--- src/rtl/cdb_arbiter_pkg.sv ---
// Shared types for the common data bus (CDB) writeback arbiter.
//   physical_reg_packet : a result value plus the ROB entry it belongs to
//   cdb_t               : one registered CDB broadcast {valid, preg, pkt, src}
// The CDB physical register field is fixed at 8 bits.
// This matches the free list's physical register index width.
package rv32i_types;

  localparam int CDB_PREG_W = 8;
  localparam int CDB_SRC_W  = 3;

  typedef struct packed {
    logic [31:0] value;
    logic [7:0]  rob_id;
  } physical_reg_packet;

  typedef struct packed {
    logic                  valid;
    logic [CDB_PREG_W-1:0] preg;
    physical_reg_packet    pkt;
    logic [CDB_SRC_W-1:0]  src;
  } cdb_t;

endpackage

--- src/rtl/cdb_arbiter_if.sv ---
// Writeback bus between the functional units and the CDB arbiter.
//   flush    : pipeline flush after a branch mispredict (FU side -> arbiter)
//   fu_valid : per-FU writeback request
//   fu_ready : per-FU grant; at most one bit set, combinational
//   fu_preg  : destination physical register per FU
//   fu_pkt   : result value + ROB_ID per FU
//   cdb      : registered broadcast
// Modport master = functional-unit side.
// Modport slave  = arbiter side.
interface cdb_arbiter_if #(
  parameter int NUM_FU = 3,
  parameter int PREG_W = 8
);
  import rv32i_types::*;

  logic                                flush;
  logic [NUM_FU-1:0]                   fu_valid;
  logic [NUM_FU-1:0]                   fu_ready;
  logic [NUM_FU-1:0][PREG_W-1:0]       fu_preg;
  physical_reg_packet [NUM_FU-1:0]     fu_pkt;
  cdb_t                                cdb;

  modport master (
    output flush, fu_valid, fu_preg, fu_pkt,
    input  fu_ready, cdb
  );

  modport slave (
    input  flush, fu_valid, fu_preg, fu_pkt,
    output fu_ready, cdb
  );

endinterface

--- src/rtl/cdb_arbiter_rr.sv ---
// Round-robin grant search with an internal rotating pointer.
//   clk, rst : clock, synchronous active-high reset (pointer -> 0)
//   clear    : returns the pointer to 0 (used on pipeline flush)
//   req      : request vector
//   advance  : a grant was consumed this cycle
//              the pointer moves to the slot just past the winner
//   grant    : one-hot (or zero) grant, combinational
// The search starts at the pointer.
// It walks upward and wraps from N-1 back to 0.
// A continuously asserted request is therefore served within N cycles.
module rr_arbiter #(
  parameter int N = 3
) (
  input  logic         clk,
  input  logic         rst,
  input  logic         clear,
  input  logic [N-1:0] req,
  input  logic         advance,
  output logic [N-1:0] grant
);

  localparam int PTR_W = (N > 1) ? $clog2(N) : 1;

  logic [PTR_W-1:0] ptr_q;
  logic [PTR_W-1:0] ptr_d;
  logic [PTR_W-1:0] next_ptr;
  logic             found;
  int               idx;

  always_comb begin
    grant    = '0;
    found    = 1'b0;
    next_ptr = ptr_q;
    idx      = 0;
    for (int k = 0; k < N; k++) begin
      idx = (int'(ptr_q) + k) % N;
      if (!found && req[idx]) begin
        grant[idx] = 1'b1;
        found      = 1'b1;
        next_ptr   = PTR_W'((idx + 1) % N);
      end
    end
  end

  always_comb begin
    ptr_d = ptr_q;
    if (clear) begin
      ptr_d = '0;
    end else if (advance && found) begin
      ptr_d = next_ptr;
    end
  end

  always_ff @(posedge clk) begin
    if (rst) begin
      ptr_q <= '0;
    end else begin
      ptr_q <= ptr_d;
    end
  end

endmodule

--- src/rtl/cdb_arbiter.sv ---
// CDB arbiter: picks one functional-unit result per cycle, round-robin.
// It broadcasts that result on a registered common data bus.
//   clk       : system clock
//   rst       : synchronous active-high reset
//               clears cdb and the pointer, forces fu_ready low
//   bus       : cdb_arbiter_if.slave
//               carries flush, fu_valid/fu_ready handshake, fu_preg, fu_pkt, cdb
//   stall_cnt : present only when CDB_STALL_CNT_EN is defined
//               saturating count of cycles with two or more requesters
//               and no flush
// Optional feature macro: CDB_STALL_CNT_EN.
// Precedence: rst beats flush, and flush beats any request.
// The grant itself never waits on anything downstream.
// preg 0 results are broadcast like any other result.
module cdb_arbiter
  import rv32i_types::*;
#(
  parameter int NUM_FU = 3,
  parameter int PREG_W = 8
) (
  input  logic        clk,
  input  logic        rst,
  cdb_arbiter_if.slave bus
`ifdef CDB_STALL_CNT_EN
  ,
  output logic [31:0] stall_cnt
`endif
);

  logic [NUM_FU-1:0]   req;
  logic [NUM_FU-1:0]   grant;
  logic                xfer;
  logic [PREG_W-1:0]   preg_sel;
  physical_reg_packet  pkt_sel;
  logic [CDB_SRC_W-1:0] src_sel;
  cdb_t                cdb_q;
  cdb_t                cdb_d;

  // Masking the requests keeps the grant low during flush or reset.
  // No transfer happens, and the pointer cannot advance.
  assign req  = bus.fu_valid & {NUM_FU{~(bus.flush | rst)}};
  assign xfer = |grant;

  rr_arbiter #(.N(NUM_FU)) u_rr (
    .clk     (clk),
    .rst     (rst),
    .clear   (bus.flush),
    .req     (req),
    .advance (xfer),
    .grant   (grant)
  );

  assign bus.fu_ready = grant;

  // One-hot select.
  // Non-granted FUs' preg/pkt never reach the bus.
  always_comb begin
    preg_sel = '0;
    pkt_sel  = '0;
    src_sel  = '0;
    for (int i = 0; i < NUM_FU; i++) begin
      if (grant[i]) begin
        preg_sel = bus.fu_preg[i];
        pkt_sel  = bus.fu_pkt[i];
        src_sel  = CDB_SRC_W'(i);
      end
    end
  end

  // Idle cycles drop valid but keep the last payload.
  always_comb begin
    cdb_d       = cdb_q;
    cdb_d.valid = 1'b0;
    if (xfer) begin
      cdb_d.valid = 1'b1;
      cdb_d.preg  = CDB_PREG_W'(preg_sel);
      cdb_d.pkt   = pkt_sel;
      cdb_d.src   = src_sel;
    end
  end

  always_ff @(posedge clk) begin
    if (rst) begin
      cdb_q <= '0;
    end else begin
      cdb_q <= cdb_d;
    end
  end

  assign bus.cdb = cdb_q;

`ifdef CDB_STALL_CNT_EN
  logic [31:0] stall_cnt_q;
  logic [31:0] stall_cnt_d;

  // Counts contention and saturates at the maximum.
  // A flush neither counts nor clears.
  always_comb begin
    stall_cnt_d = stall_cnt_q;
    if (!bus.flush && ($countones(bus.fu_valid) >= 2) && (stall_cnt_q != 32'hFFFF_FFFF)) begin
      stall_cnt_d = stall_cnt_q + 32'd1;
    end
  end

  always_ff @(posedge clk) begin
    if (rst) begin
      stall_cnt_q <= '0;
    end else begin
      stall_cnt_q <= stall_cnt_d;
    end
  end

  assign stall_cnt = stall_cnt_q;
`endif

endmodule
--- src/flat_wrapper.sv ---
// flat-port wrapper written by rule: the top's interface ports become plain ports
module cdb_arbiter_flat import rv32i_types::*;
#(
  parameter int NUM_FU = 3,
  parameter int PREG_W = 8
)
  (clk, rst, bus_flush, bus_fu_valid, bus_fu_preg, bus_fu_pkt, bus_fu_ready, bus_cdb);
  cdb_arbiter_if #(.NUM_FU(NUM_FU), .PREG_W(PREG_W)) bus_i ();
  input  logic clk;
  input  logic rst;
  input wire logic [$bits(bus_i.flush)-1:0] bus_flush;
  input wire logic [$bits(bus_i.fu_valid)-1:0] bus_fu_valid;
  input wire logic [$bits(bus_i.fu_preg)-1:0] bus_fu_preg;
  input wire logic [$bits(bus_i.fu_pkt)-1:0] bus_fu_pkt;
  output wire logic [$bits(bus_i.fu_ready)-1:0] bus_fu_ready;
  output wire logic [$bits(bus_i.cdb)-1:0] bus_cdb;
  assign bus_i.flush = bus_flush;
  assign bus_i.fu_valid = bus_fu_valid;
  assign bus_i.fu_preg = bus_fu_preg;
  assign bus_i.fu_pkt = bus_fu_pkt;
  assign bus_fu_ready = bus_i.fu_ready;
  assign bus_cdb = bus_i.cdb;
  cdb_arbiter #(.NUM_FU(NUM_FU), .PREG_W(PREG_W)) u_core (.clk(clk), .rst(rst), .bus(bus_i));
endmodule
--- config.mk ---
export PLATFORM = sky130hd
export DESIGN_NAME = cdb_arbiter_flat
export DESIGN_NICKNAME = d
export VERILOG_FILES = /design/src/rtl/cdb_arbiter_pkg.sv /design/src/rtl/cdb_arbiter_if.sv /design/src/rtl/cdb_arbiter_rr.sv /design/src/rtl/cdb_arbiter.sv /design/src/flat_wrapper.sv
export SDC_FILE = /design/constraint.sdc
export NUM_CORES = 1
export LEC_CHECK = 0
export CORE_MARGIN = 2
export CORE_UTILIZATION = 35
export DETAILED_ROUTE_END_ITERATION = 8
export GPL_TIMING_DRIVEN = 0
export PLACE_DENSITY = 0.74
export SETUP_SLACK_MARGIN = 0.02
export SLEW_MARGIN = 10
export SYNTH_ARGS = -nofsm -noshare
export SYNTH_HDL_FRONTEND = slang
export SYNTH_SLANG_ARGS = --single-unit
--- constraint.sdc ---
create_clock -name clk -period 7.9 [get_ports clk]
set_clock_uncertainty 0.05 [all_clocks]
set_input_delay 0.79 -clock clk [delete_from_list [all_inputs] [get_ports clk]]
set_output_delay 0.79 -clock clk [all_outputs]
set_load 0.005 [all_outputs]
# == Word-level counts from Yosys, hierarchy flattened ==
# Index checks and enable logic that the tools add are counted.
# classes
addsub,5
div_mod_pow,6
order_cmp,6
mux,33
n_bitwise,5
n_reduce_logical,12
# op_table
operator,count
modulo 32 x 3 -> 32 bit (second input constant),5
2-to-1 mux 40 bit,3
adder 32 x 2 -> 32 bit (second input constant),3
greater-or-equal comparator 32 x 1 -> 1 bit (second input constant),3
< comparator 32 x 4 -> 1 bit (second input constant),3
2-to-1 mux 52 bit,1
modulo 3 x 3 -> 32 bit (second input constant),1
2-to-1 mux 8 bit,3
2-to-1 mux 1 bit,13
2-to-1 mux 3 bit,3
2-to-1 mux 2 bit,4
binary-select mux 1 bit (select 2 bit),3
demux 1 bit (select 2 bit),3
logical AND 1 bit,6
bitwise OR 3 bit,2
adder 2 x 1 -> 3 bit (second input constant),1
adder 2 x 2 -> 3 bit (second input constant),1
bitwise AND 3 bit,1
nonzero test 3 bit,1
OR reduction 3 bit,1
logical NOT 1 bit,2
AND reduction 2 bit,1
OR reduction 2 bit,1
inverter 1 bit,1
bitwise OR 1 bit,1
# totals
reg_bits,54
in_bits,150
word_cells,73

# == Depth between registers and ports, before layout ==
# Gate-level depths: netlist (run 1).
# logic_depth
depth_word,17
ltp_mapped,34
depth_no_buf,30

# == Cells and area by module ==
# Synthesis (run 1) repeated with hierarchy kept, for this count alone.
# hier_totals
cells_unflattened,458
area_unflattened_um2,4041.4
# by_module_without_submodules
module,n_inst,cells_each,area_per_inst_um2,seq_area_each_um2
cdb_arbiter,1,248,2595.0,1021.0
rr_arbiter,1,210,1446.4,40.0

# == Worst setup path after synthesis (run 1) ==
# No wires, ideal clock.
# synth_timing
path_kind,reg-to-reg
from,reg u_core.u_rr.ptr_q[1]
to,reg u_core.u_rr.ptr_q[1]
setup_time_ps,132
arrival_time_ps,6544
t_required_ps,7718
setup_slack_ps,1174
path_stages_with_launch,32
path_cell_list,dfxtp_1 -> inv_1 -> ha_1 -> or3b_4 -> a2bb2oi_2 -> and4_4 -> buf_6 -> o31ai_4 -> inv_1 -> ha_1 -> or3b_2 -> nor2_1 -> or4_1 -> a2111oi_2 -> or2_1 -> buf_6 -> nor2_1 -> ha_1 -> clkbuf_1 -> inv_1 -> o22ai_1 -> or3_4 -> ha_1 -> nor2b_1 -> o21ai_1 -> a21oi_2 -> xnor2_1 -> ha_1 -> a21oi_1 -> o311ai_4 -> mux2i_1 -> a21oi_1
# synth_via
elab_chain_len,14
# synth_lines
element,line,rtl
"start, declared",cdb_arbiter_rr.sv:24,logic [PTR_W-1:0] ptr_q;
"start signal, assigned",cdb_arbiter_rr.sv:58,ptr_q <= ptr_d;
branches (longest 14 deep; another with modulo 32 x 3 -> 32 bit),--,
# Several ways; the timed one is not identified. The select of a mux whose other input is x is not followed.
# A chain may end at the register's enable or synchronous reset.

# == Worst setup path after layout (run 1) ==
# Same ends and word-level chain as after synthesis.

==> results of run 1 <==
[state kept, by name, summed over array words and instances (netlist names)]
signal / count
u_core.u_rr.ptr_q: 2
u_core.bus.cdb: 51
[layer usage]
layer / global-route usage (%) / up-vias
li1: - / 2157
met1: 30.70 / 2110
met2: 44.42 / 187
met3: 6.184 / 18
met4: 7.049 / 0
met5: 0 / -
[power breakdown]
group	internal [uW]	total (uW)	switching (uW)
sequential	409	484	75.3
clock	66.6	171	104
combinational	735	1520	788
total	1210	2180	968
[cells in the mapped netlist (all sizes together), types with 3 or more instances]
cell     instances
nor2            96
o22ai           58
dfxtp           53
a2111oi         42
clkbuf          28
a21oi           21
ha              16
inv             16
nor2b           12
buf             11
nand2            9
o21ai            8
nand3            6
nor3             6
mux2i            5
xnor2            5
and2             4
and3             4
a22oi            3
a32oi            3
nand4            3
o21a             3
o2bb2ai          3
or3              3
[layout by cell type, fill, tap and decap left out, types with 3 or more instances in the layout]
cell type,netlist,layout
o22ai_1,58,58
buf_1,3,3
nand2_1,9,9
clkdlybuf4s50_1,0,202
nor2_1,96,96
a21oi_1,20,20
and3_1,4,4
dfxtp_1,53,51
clkbuf_1,28,28
and2_1,4,4
buf_2,4,4
a22oi_1,3,3
ha_1,16,14
inv_1,16,16
mux2i_1,5,5
xnor2_1,4,4
o21a_1,3,3
nor3_2,3,3
clkbuf_8,0,5
buf_4,2,4
nor3_1,3,3
o21ai_0,7,7
nand3_1,6,6
a2111oi_0,40,40
nand4_1,3,3
nor2b_1,12,12
a32oi_1,3,3
[layout make-up]
type,instances,area share [%]
multi-input combinational,349,39.16
tap,136,2.874
buffer,39,2.937
timing repair buffer,204,34.40
clock buffer,5,1.162
sequential,53,17.96
clock inverter,3,0.4861
inverter,16,1.014
[worst max path at each step]
| stage | start | to | cells past startpoint |
|---|---|---|---|
| 2_1_floorplan | u_core.u_rr.ptr_q[1]$_SDFFE_PP0P_ | u_core.u_rr.ptr_q[1]$_SDFFE_PP0P_ | 31 |
| 3_3_place_gp | bus_flush | u_core.u_rr.ptr_q[0]$_SDFFE_PP0P_ | 31 |
| 3_5_place_dp | bus_flush | u_core.u_rr.ptr_q[1]$_SDFFE_PP0P_ | 31 |
| 4_1_cts | u_core.u_rr.ptr_q[1]$_SDFFE_PP0P_ | u_core.u_rr.ptr_q[1]$_SDFFE_PP0P_ | 32 |
| 5_1_grt | u_core.u_rr.ptr_q[1]$_SDFFE_PP0P_ | u_core.u_rr.ptr_q[1]$_SDFFE_PP0P_ | 33 |
| 6_report | u_core.u_rr.ptr_q[1]$_SDFFE_PP0P_ | u_core.u_rr.ptr_q[1]$_SDFFE_PP0P_ | 32 |
[repair_timing]
action | in CTS | in global routing
gates resized for setup | 0 | 4
setup endpoints to repair | 0 | 2
setup buffers | 0 | 2
[cell families after synthesis]
group / Yosys count
AO/OA/AOI/OAI: 163
AND/OR/NAND/NOR: 156
buffers and inverters: 55
flip-flops: 53
adder cells (fa/ha/maj): 16
XOR/XNOR: 7
multiplexers: 6
other: 1
[per-stage QoR]
step | worst slack [ns] | utilization, %
finish | 0.5761 | 58.13
global route | 0.04236 | 58.13
CTS | 0.2120 | 57.91
detailed placement | 0.06772 | 56.95
global placement | 0.1926 | 56.95
floorplan | 1.174 | -
[worst register-to-register path, delay by kind of cell (launching register included)]
kind            cells  cell delay [ns]
simple gates        9             2.17
mux                 1             0.21
fa+ha+maj           5             1.31
xor+xnor            1             0.09
buf+inv             6             0.95
flops               1             0.43
compound gates     10             1.99
==> flow_summary.ini, run 1 <==
[status]
status = complete, no violations

[sta]
setup_viol = 0
tightest_slew_ns = 1.044
timing.hold.ws_ns = 0.4542
slew_headroom_pct = 29.95
finalSetupTns_ns = 0
finalCritPeriodShare_pct = 92.71
fmax_ghz = 0.1365
grt_setup_unrepaired = false
maxSlewViolCount = 0
min_period_ns = 7.324
hold_violations = 0

[logic_synthesis]
ys_ff_latch = 53
synthArstFlopShare_pct = 0
synth_fa_ha_area_share_pct = 5.548
synthMuxAreaShare_pct = 1.699
ys_types = 68
synth-edff-count = 0
synth_area_sq_um = 3608
synth_top_area_share_pct = 29.40
synth_cells = 457
synth_top_cell_by_area = dfxtp_1
syn_area_per_cell_sq_um = 7.896
synth-xor-area-share_pct = 1.907
synth_top_family_by_area = compound AO/OA/AOI/OAI gates
synthFlopType = dfxtp_1
syn_nets = 623
seq_area_frac_synth_pct = 29.40
ys.warnings.count = 0
synth-simple-area-share_pct = 21.05
synth-compound-area-share_pct = 33.81
yosys-top-cells-area = dfxtp_1, o22ai_1, nor2_1, a2111oi_0, ha_1

[cts]
cts_buffer_depth = 2
path_clk_slew_ns = 0.11
cts-root-buf = clkbuf_8
cts_hold_buf = 0
cts_htree_levels = 2
numCtsBuffers = 5
cts_tree = built
clock-sinks = 53
clk-insertion-delay-late_ns = 0.32

[floorplanning]
dieArea_sq_um = 11140
io_pins = 205
core_sq_um = 10180
rows = 37
die_w_microns = 105.5
start_util_pct = 35.43
fp.dieH_microns = 105.5

[finish]
seq_area_sq_um = 1064
final_nets = 834
fin_area_sq_um = 5921
instances_no_fill = 805
nFillCells = 927
multiInputGateArea_sq_um = 2318
area_growth_pct = 64.08
drive_gt1_share_pct = 6.278
n_antenna_cell = 0

[setup_path]
rrSetupSlack_ns = 0.58
crit_family = simple AND/OR/NAND/NOR gates
worstSetupEndpointType = flip-flop
worstSetupPathType = reg2reg
critPathMaxStageDelay_ns = 0.44
r2r_cells = 32
rr_startpoint = u_core.u_rr.ptr_q[1]$_SDFFE_PP0P_
path_buf_inv = 6
cp_data_required_time_ns = 8.04
startpoint_type = flip-flop
reg2reg_to = u_core.u_rr.ptr_q[1]$_SDFFE_PP0P_
cp_max_fo = 10
cp.arrival_ns = 7.47
slowest_stage = ha_2

[routing]
drt-initial-drc-count = 323
wl_met1_microns = 5842
drt_pre_antenna_iters = 5
detail_route.wl_per_cell_microns = 17.95
ant_nets = 0
wl_met2_microns = 7259
maxUsedRoutingLayer = met4
dr_total_vias = 4472
wl_met3_microns = 1091
via_per_inst = 5.555
wl_microns = 14450
drt_drc_violations_left = 0

[global_routing]
overflow = 0
grt_pass1_wl_microns = 22650
grt_max_degree = 20
grt_pass1_vias = 4410
grt_antenna_before_repair = 0
track_usage_pct = 25.31

[power]
ir_worst_vdd_mv = 0.1855
powerDensity_nw_per_um2 = 367.9
power_uw = 2178
total_leakage_power_uw = 0.002163

[placed_design]
place_inst = 795
place_hpwl_microns = 11460
port_buffers = 202
dpl_cell_area_sq_um = 5801
gp_congestion = 0.8704

[worst_hold_path]
min_path_type = reg2reg
hold_end = u_core.bus.cdb[0]$_SDFFE_PP0N_
whs_path_depth = 2
min_from = u_core.bus.cdb[0]$_SDFFE_PP0N_

[flow_run]
drv_cap = 0
Note: power is estimated with default switching activity, not from simulation.
==> inputs of run 2 (changes only) <==
--- a/config.mk
+++ b/config.mk
@@ -9,6 +9,7 @@
 export CORE_UTILIZATION = 35
 export DETAILED_ROUTE_END_ITERATION = 8
 export GPL_TIMING_DRIVEN = 0
+export HOLD_SLACK_MARGIN = 0.06
 export PLACE_DENSITY = 0.74
 export SETUP_SLACK_MARGIN = 0.02
 export SLEW_MARGIN = 10
==> results of run 2 <==
The final DEF is identical to that of run 1; final timing and power are the same.
==> inputs of run 3 (changes only) <==
--- a/config.mk
+++ b/config.mk
@@ -5,12 +5,14 @@
 export SDC_FILE = /design/constraint.sdc
 export NUM_CORES = 1
 export LEC_CHECK = 0
+export CELL_PAD_IN_SITES_DETAIL_PLACEMENT = 0
+export CELL_PAD_IN_SITES_GLOBAL_PLACEMENT = 1
 export CORE_MARGIN = 2
-export CORE_UTILIZATION = 35
+export CORE_UTILIZATION = 27
 export DETAILED_ROUTE_END_ITERATION = 8
 export GPL_TIMING_DRIVEN = 0
 export HOLD_SLACK_MARGIN = 0.06
-export PLACE_DENSITY = 0.74
+export PLACE_DENSITY_LB_ADDON = 0.1
 export SETUP_SLACK_MARGIN = 0.02
 export SLEW_MARGIN = 10
 export SYNTH_ARGS = -nofsm -noshare
==> run 3 against run 2 <==
Compared with the run above:
- maximum frequency down 0.94%
- design area up 1.8%
- clock-buffer cell count up 2
- sequential cell count unchanged
- die area up 28%
- sequential power about the same
- critical endpoint is now u_core.u_rr.ptr_q[0]$_SDFFE_PP0P_
- highest routed layer unchanged
==> flow_summary.ini, run 3 (synthesis results as in run 1) <==
[routing]
drt-initial-drc-count = 216
ant_nets = 0
drt_drc_violations_left = 0
via_per_inst = 5.149
detail_route.wl_per_cell_microns = 17.37
wl_microns = 14700
dr_total_vias = 4356
drt_pre_antenna_iters = 5

[floorplanning]
io_pins = 205
fp.dieH_microns = 119.6
core_sq_um = 13140
die_w_microns = 119.6
dieArea_sq_um = 14310
start_util_pct = 27.47
rows = 42

[power]
total_leakage_power_uw = 0.002193
p_switching_uw = 946.3
power_uw = 2217
powerDensity_nw_per_um2 = 368.0
intPower_uw = 1271
clkPwrFrac_pct = 10.0
combPwrFrac_pct = 68.0
seq_power_share_pct = 22.0
ir_worst_vdd_mv = 0.1060
swShare_pct = 42.68

[finish]
n_antenna_cell = 0
final_cell_mix = clkdlybuf4s50_1, nor2_1, o22ai_1
area_growth_pct = 66.96
fin_area_sq_um = 6025
largest_register_ff_count = 51
final_common_cell = clkdlybuf4s50_1
final_nets = 836
drive_gt1_share_pct = 5.970

[setup_path]
critPathMaxStageDelay_ns = 0.54
cp.arrival_ns = 7.50
slowest_stage = clkdlybuf4s50_1
worstSetupEndpointType = flip-flop
cp_max_fo = 9
cp_data_required_time_ns = 8.01
worstSetupPathType = in2reg
r2r_cells = 32
startpoint_type = input pin

[sta]
worst_slack_ns = 0.5063
min_period_ns = 7.394
maxSlewViolCount = 0
tightest_slew_ns = 1.073
hold_violations = 0
timing.hold.ws_ns = 0.4276
slew_headroom_pct = 28.01
grt_setup_unrepaired = false
finalCritPeriodShare_pct = 93.59
setup_viol = 0
fmax_ghz = 0.1353
finalSetupTns_ns = 0

[global_routing]
grt_pass1_wl_microns = 22900
grt_antenna_before_repair = 0
grt_max_degree = 15
track_usage_pct = 20.05
overflow = 0
grt_pass1_vias = 4379

[cts]
cts-root-buf = clkbuf_16
clock-sinks = 53
numCtsBuffers = 5
path_clk_slew_ns = 0.07
cts_htree_levels = 2
cts_tree = built
cts_buffer_depth = 2
clk-insertion-delay-late_ns = 0.29

[placed_design]
place_hpwl_microns = 11830
port_buffers = 202
place_ws_ns = 0.01092
dpl_cell_area_sq_um = 5851
gp_congestion = 0.8466

[worst_hold_path]
min_path_type = reg2reg
whs_path_depth = 2

[flow_run]
drv_cap = 0

[status]
status = complete, no violations
## run 3: changes by cell type in the layout (fill, tap and decap cells not counted)
cell       delta
inv_6         -1
ha_2          -1
clkbuf_8      -4
dfxtp_1       +1
clkbuf_16     +5
ha_1          +1
clkbuf_1      +1
clkbuf_2      +1
inv_8         -1
clkinv_4      -1
buf_4         +1
dfxtp_2       -1
## run 3: worst paths after layout
path                            slack (ns)                                 to                               from
worst max-delay path                  0.51  u_core.u_rr.ptr_q[0]$_SDFFE_PP0P_                          bus_flush
worst min-delay path                  0.43     u_core.bus.cdb[0]$_SDFFE_PP0N_     u_core.bus.cdb[0]$_SDFFE_PP0N_
worst max register to register        0.58  u_core.u_rr.ptr_q[0]$_SDFFE_PP0P_  u_core.u_rr.ptr_q[0]$_SDFFE_PP0P_
worst min register to register        0.43     u_core.bus.cdb[0]$_SDFFE_PP0N_     u_core.bus.cdb[0]$_SDFFE_PP0N_
## run 3: cell type report
| class | instances | area, sq um |
|---|---|---|
| Fill cell | 1377 | 7113 |
| Timing Repair Buffer | 206 | 2049 |
| Multi-Input combinational cell | 349 | 2316 |
| Buffer | 39 | 173.9 |
| Tap cell | 176 | 220.2 |
| Sequential cell | 53 | 1062 |
| Inverter | 16 | 60.06 |
| Clock buffer | 7 | 142.6 |
## run 3: power by group through the flow
stage | combinational [uW] | clock [uW] | sequential (uW)
floorplan | 870 | 0 | 492
global placement | 1470 | 0 | 488
detailed placement | 1480 | 0 | 491
CTS | 1490 | 228 | 488
global route | 1660 | 237 | 504
finish | 1510 | 223 | 487
## run 3: timing repair
action / CTS / global route
endpoints found under the setup margin: 0 / 2
setup buffers: 0 / 3
hold buffers: 0 / 0
resized for setup: 0 / 2
## run 3: critical path: cells and delay by family
family / cells / cell delay [ns]
buffers and inverters: 4 / 1.06
XOR/XNOR: 2 / 0.28
adder cells (fa/ha/maj): 4 / 0.88
AND/OR/NAND/NOR: 11 / 2.79
AO/OA/AOI/OAI: 10 / 1.68
## run 3: metal layers
layer	global-route usage [%]	share of wire (%)	vias up
met1	23.02	40	2042
met2	36.00	51	147
met3	5.561	7.1	17
met4	6.176	2.2	0
li1	-	-	2150
met5	0	0	-
## run 3: stage by stage
stage                     instances  util [%]
after floorplan                 457         -
after global placement          835     44.53
after detailed placement        835     44.53
after CTS                       842     45.62
after global routing            846     45.86
final                           846     45.86
